File: config.mk
export PLATFORM = sky130hd
export DESIGN_NAME = noc_packetizer
export DESIGN_NICKNAME = d
export VERILOG_FILES = /design/src/rtl/noc_packetizer.sv
export SDC_FILE = /design/constraint.sdc
export NUM_CORES = 2
export LEC_CHECK = 0
export BUFFER_PORTS_ARGS = -buffer_cell sky130_fd_sc_hd__clkbuf_2
export CORE_AREA = 2 2 512 514
export CTS_BUF_LIST = sky130_fd_sc_hd__clkbuf_16
export CTS_CLUSTER_DIAMETER = 200
export DETAILED_ROUTE_END_ITERATION = 16
export DIE_AREA = 0 0 514 516
export PLACE_DENSITY = 0.38
export SETUP_SLACK_MARGIN = 0.1
export SYNTH_ARGS = -nofsm -noshare
export SYNTH_HDL_FRONTEND = slang
export SYNTH_SLANG_ARGS = --single-unit
File: constraint.sdc
create_clock -name clk -period 7.3 [get_ports clk]
set_input_delay 0.73 -clock clk [delete_from_list [all_inputs] [get_ports clk]]
set_output_delay 0.73 -clock clk [all_outputs]
set_load 0.05 [all_outputs]
File: src/rtl/noc_packetizer.sv
// noc_packetizer: injection-side NoC endpoint adapter.
// Accepts a whole multi-flit message over valid/ready, serializes it into
// flits toward one router local input port, and mirrors that port's input
// buffer with a credit counter so no flit is sent without a free slot.
module noc_packetizer #(
    parameter int DEST_WIDTH        = 4,
    parameter int FLIT_WIDTH        = 256,
    parameter int FLIT_BUFFER_DEPTH = 2,
    parameter int PACKET_FLITS      = 4,
    localparam int LW = $clog2(PACKET_FLITS + 1),
    localparam int CW = $clog2(FLIT_BUFFER_DEPTH + 1)
) (
    input  logic                               clk,
    input  logic                               rst_n,
    input  logic [FLIT_WIDTH*PACKET_FLITS-1:0] msg_data,
    input  logic [DEST_WIDTH-1:0]              msg_dest,
    input  logic [LW-1:0]                      msg_len,
    input  logic                               msg_valid,
    output logic                               msg_ready,
    output logic [FLIT_WIDTH-1:0]              data_out,
    output logic [DEST_WIDTH-1:0]              dest_out,
    output logic                               is_tail_out,
    output logic                               send_out,
    input  logic                               credit_in,
    output logic                               busy,
    output logic                               credit_overflow
);

    localparam logic [LW-1:0] MAX_LEN     = LW'(PACKET_FLITS);
    localparam logic [CW-1:0] MAX_CREDITS = CW'(FLIT_BUFFER_DEPTH);

    typedef enum logic {
        IDLE,
        SEND
    } state_t;

    state_t                             state;
    logic [FLIT_WIDTH*PACKET_FLITS-1:0] msg_buf;
    logic [DEST_WIDTH-1:0]              dest;
    logic [LW-1:0]                      len;
    logic [LW-1:0]                      idx;
    logic [CW-1:0]                      credits;
    logic [LW-1:0]                      eff_len;
    logic                               fire;
    logic                               last;
    logic                               accept;

    // A flit goes out whenever a message is held and the router has a free slot
    assign fire   = (state == SEND) && (credits != '0);
    assign last   = (idx == len - LW'(1));
    assign accept = msg_valid && msg_ready;

    // The next message may enter on the same edge the current tail leaves
    assign msg_ready   = (state == IDLE) || (fire && last);
    assign send_out    = fire;
    assign is_tail_out = fire && last;
    assign busy        = (state == SEND);
    assign dest_out    = dest;

    // Length normalisation: 0 means one flit, oversize clamps to the buffer size
    always_comb begin
        eff_len = msg_len;
        if (msg_len == '0) begin
            eff_len = LW'(1);
        end else if (msg_len > MAX_LEN) begin
            eff_len = MAX_LEN;
        end
    end

    // Select the current flit out of the held message
    always_comb begin
        data_out = '0;
        for (int unsigned k = 0; k < PACKET_FLITS; k++) begin
            if (idx == LW'(k)) begin
                data_out = msg_buf[k*FLIT_WIDTH +: FLIT_WIDTH];
            end
        end
    end

    // Message FSM: load on accept, step the flit index on each fire, reload at the tail
    always_ff @(posedge clk) begin
        if (!rst_n) begin
            state   <= IDLE;
            msg_buf <= '0;
            dest    <= '0;
            len     <= LW'(1);
            idx     <= '0;
        end else begin
            case (state)
                IDLE: begin
                    if (accept) begin
                        msg_buf <= msg_data;
                        dest    <= msg_dest;
                        len     <= eff_len;
                        idx     <= '0;
                        state   <= SEND;
                    end
                end
                SEND: begin
                    if (fire) begin
                        if (!last) begin
                            idx <= idx + LW'(1);
                        end else if (accept) begin
                            msg_buf <= msg_data;
                            dest    <= msg_dest;
                            len     <= eff_len;
                            idx     <= '0;
                        end else begin
                            state <= IDLE;
                        end
                    end
                end
                default: state <= IDLE;
            endcase
        end
    end

    // Credit counter mirroring the router input buffer; a return into a full counter is flagged
    always_ff @(posedge clk) begin
        if (!rst_n) begin
            credits         <= MAX_CREDITS;
            credit_overflow <= 1'b0;
        end else begin
            case ({fire, credit_in})
                2'b10: credits <= credits - CW'(1);
                2'b01: begin
                    if (credits == MAX_CREDITS) begin
                        credit_overflow <= 1'b1;
                    end else begin
                        credits <= credits + CW'(1);
                    end
                end
                default: ;
            endcase
        end
    end

endmodule

Word level (Yosys, flattened, before mapping). Cells that the tools add are included.

Bitwise operators: 1. Equal/unequal tests: 10. Muxes and demuxes: 28. Magnitude comparators: 1. Reduce and logical (&&, ||, !) cells: 11. $add $sub $neg: 4.

Operators with widths (count): $mux W1024 (3); $pmux W1024 S2 (1); $mux W256 (4); $mux W3 (8); $mux W4 (3); $pmux W3 S2 (2); $pmux W4 S2 (1); $eq A3 B2 Y1 const B (2); $logic_not A3 Y1 (2); $reduce_and A2 Y1 (3); $eq A2 B2 Y1 const B (2); $ne A2 B1 Y1 const B (2); $pmux W2 S2 (1); $reduce_bool A2 Y1 (2); $add A3 B1 Y3 const B (1); $eq A3 B1 Y1 const B (1); $eq A3 B3 Y1 (1); $gt A3 B3 Y1 const B (1); $logic_and A1 B1 Y1 (3); $mux W1 (3); $sub A3 B1 Y3 const B (1); $add A2 B1 Y2 const B (1); $eq A2 B1 Y1 const B (1); $mux W2 (1); 5 further kinds (5).

Register bits after elaboration: 1038. Output and inout port bits: 265. Input bits: 1035.

Logic depth before layout (Yosys ltp).
Depth after elaboration: 9. Gate-level depth with buffers: 9. Mapped depth without buffers: 7.

Worst setup path before layout. No wires, ideal clock.

Kind: reg2out. From: register idx[1]. To: output data_out[208]. Path slack: 3686 ps. Cell stages (with the launch flop): 9. Path buffers: 2. Arrival time: 2884 ps. Path through: dfxtp_1 inv_1 ha_1 nor3b_1 clkbuf_1 buf_1 a221o_1 o21ai_0 o21ai_0.

Word-level cells in the longest chain between the ends: 5. Elaborated cells on any way between the ends: 8. Those cells by class: eq/ne (3); mux (4); reduce/logical (1).

RTL lines: start, declared (RTL line 41) `logic [LW-1:0] idx;`; start signal, assigned (RTL line 102) `idx <= idx + LW'(1);`; $logic_not A3 Y1 (RTL line 74) `if (idx == LW'(k)) begin`; $mux W256 (3 in a row) (RTL line 74); $mux W256 (*) (RTL line 74); end, declared (RTL line 20) `output logic [FLIT_WIDTH-1:0] data_out,`.

Mark *: on every way between the ends. The rest lies on a longest branch, timed or not.

Worst setup path in the final report.
From: register idx[1]. To: output data_out[126].

The elaborated chain is that of the path after synthesis.

==> results.toml <==
[cts]
clock-root-buffer = "clkbuf_16"
cts_setup_buffers = 0
numCtsBuffers = 141
cts_resized = 0
h-tree-depth = 4
cts_sinks = 1038
clk_pin_slew_ns = 0.06
tritoncts = "yes"
clock_latency_ns = 0.80
holdBufCountCts = 0
clock_path_buffers = 3

[logic_synthesis]
syn_inst = 5728
syn-num-nets = 6769
synth_area_um2 = 47900
syn_area_per_cell_um2 = 8.36
yosysWarnings = 0
synth_commonest_cells = "2320 x nand2_1, 1038 x dfxtp_1, 1032 x mux2i_1, 516 x o21ai_0, 392 x clkbuf_1"
ys_seq_area_frac = 0.434
yosysTopAreaCell = "dfxtp_1"
synthDistinctLibCells = 35
synth-edff-count = 0
yosysTopAreaCellShare = 0.434
ys_seq_elements = 1038
synth_area_leaders = "dfxtp_1 43%, mux2i_1 22%, nand2_1 18%, o21ai_0 5.4%, a221o_1 5.4%"
synth_flop_cell = "dfxtp_1"
async_flop_share = 0
yosysMostFrequentCell = "nand2_1"

[sta]
skew_ns = 0.0425
rsz0062_at_grt = "no"
setup-tns-final_ns = 0
slew_headroom = 0.166
period_needed_ns = 5.08
hold_violations = 0
setup_ws_ns = 2.22
finalMaxSlewViolations = 0
setup_violations = 0
fmax_ghz = 0.197
finalCritPeriodShare = 0.696
tightest_slew_ns = 1.25

[worst_setup_path]
crit_buf_inv = 5
worst-path-stages = 10
start_kind = "flip-flop"
crit_fanout = 64
rr_startpoint = "len[0]"
r2r_cells = 8
cpMostUsedCell = "buf_12"
r2r_end = "msg_buf[370]"
slowest_stage = "nor3b_2"
r2r_setup_slack_ns = 3.50
cp.required_ns = 6.57
cp_top_family = "buffers and inverters"
crit_type = "reg -> out"
crit_chain = "inv_1 > ha_1 > nor3b_2 > buf_12 > buf_12 > buf_12 > a221o_1 > o21ai_0 > o21ai_0 > clkbuf_2"
slowest_delay_ns = 0.65
end_kind = "output port"
crit_arrival_ns = 4.35

[place]
gp_congestion = 0.870
pre_cts_ws_ns = 3.09
port_buffers = 1299
dp_hpwl_mm = 173

[finish]
multiInputGateArea_um2 = 24500
area.growth.synth_to_final_pct = 28.9
seq_area_um2 = 20800
fillers = 28800
drive_gt1_frac = 0.230
nets = 7781

[die]
die_x_um = 514
die_y_um = 516
rows = 187
pin_count = 1300
core_region_area_um2 = 259000
start_util = 0.185
die-area_um2 = 265000

[pwr]
power.internal_uw = 11200
p_comb_frac = 0.201
clkPwrFrac = 0.406
p_per_area_nw_per_um2 = 269
ir_worst_vdd_v = 0.000208
swShare = 0.329
leakagePower_uw = 0.0272
p_switching_uw = 5470
p_seq_frac = 0.392

[outcome]
status = "completed"

[route]
first_iter_violations = 2832
drtAntennaViolNets = 0
wire_per_inst_um = 22.7
drcViolationCount = 0
viasPerCell = 4.28
vias = 44100
firstDrtPassIters = 5
finalWirelength_mm = 234

[worst_hold_path]
holdPathStages = 3
min_path_type = "in -> reg"
worstHoldStart = "msg_data[713]"
hold_path_end = "msg_buf[713]"

[run]
drv_cap = 0

[global_route]
grt-ovfl-total = 0
antenna_found_initial = 124
grt_pass1_wl_mm = 327
track_usage = 0.168
grt_max_degree = 211
grt_pass1_vias = 44800
flip-flops by register name, indices dropped and copies added (netlist names):
name             count
dest_out             4
busy                 1
credit_overflow      1
idx                  3
len                  3
credits              2
msg_buf           1024
area by class of cell:
cell class / count / area share
diodes: 45 / 0.00182
flip-flops and latches: 1038 / 0.337
multi-input cells: 4163 / 0.398
well taps: 3402 / 0.0690
clock inverters: 109 / 0.0142
repair buffers: 1385 / 0.122
clock buffers: 143 / 0.0580
inverters: 11 / 0.000669
worst reg2reg max path, cell delays in order (launching register included):
cell	delay, ns
dfxtp_1	0.38
inv_1	0.06
ha_1	0.30
xor2_1	0.30
a41oi_2	0.26
nor2_4	0.77
buf_4	0.41
buf_12	0.49
mux2i_1	0.72
how the worst max path moves through the flow:
stage,from,to,slack (ns)
after floorplan,idx[1],data_out[208],3.69
after global placement,idx[1],data_out[125],3.15
after global routing,idx[1],data_out[126],1.99
final,idx[1],data_out[126],2.22
after detailed placement,idx[1],data_out[125],3.09
after CTS,idx[1],data_out[76],2.21
power groups by stage:
stage,combinational (uW),clock [uW],sequential (uW)
2_1_floorplan,2330,0,6470
3_3_place_gp,3350,0,6660
3_5_place_dp,3370,0,6660
4_1_cts,3390,7020,6540
5_1_grt,3590,7220,6580
6_report,3350,6760,6530
routing by layer:
metal,GRT usage,vias up,wire (um)
met1,0.194,20800,94200
met4,0.0474,112,6250
li1,-,21400,-
met3,0.0685,393,21400
met5,0,-,735
met2,0.284,1423,111000
cells by family after synthesis:
group                    after synthesis  share of synthesized area
AO/OA/AOI/OAI                        783                      0.109
XOR/XNOR                               4                    0.00102
adder cells (fa/ha/maj)                6                    0.00157
buffers and inverters                527                     0.0544
flip-flops                          1038                      0.434
multiplexers                        1032                      0.216
AND/OR/NAND/NOR                     2338                      0.184
cell usage in the layout (no fill, tap or decap), types with 2 or more instances in the layout:
master     count
nor2b_4        2
nor2_1         4
buf_12        30
a31oi_1        2
buf_4         57
clkinv_2      17
nand2_1     2319
clkinv_16      6
clkinv_1      43
a221o_1      256
clkinv_8       5
bufinv_16      7
clkbuf_16    143
diode_2       45
dfxtp_1     1038
clkbuf_2    1298
mux2i_1     1032
o21ai_0      516
ha_1           5
inv_1         36
xor2_1         2
nor3_1         2
inv_6          5
nand3_1        2
stage by stage:
stage | hold slack (ns) | util | power [uW] | cell area, um2 | std cells
floorplan | 0.432 | - | 8810 | 47900 | 5728
global placement | 0.439 | 0.220 | 10000 | 57200 | 9999
detailed placement | 0.443 | 0.220 | 10000 | 57200 | 9999
CTS | 0.0606 | 0.238 | 16900 | 61600 | 10300
global route | 0.0915 | 0.238 | 17400 | 61600 | 10300
finish | 0.157 | 0.238 | 16600 | 61700 | 10300
Power figures use the tool's default switching activity.
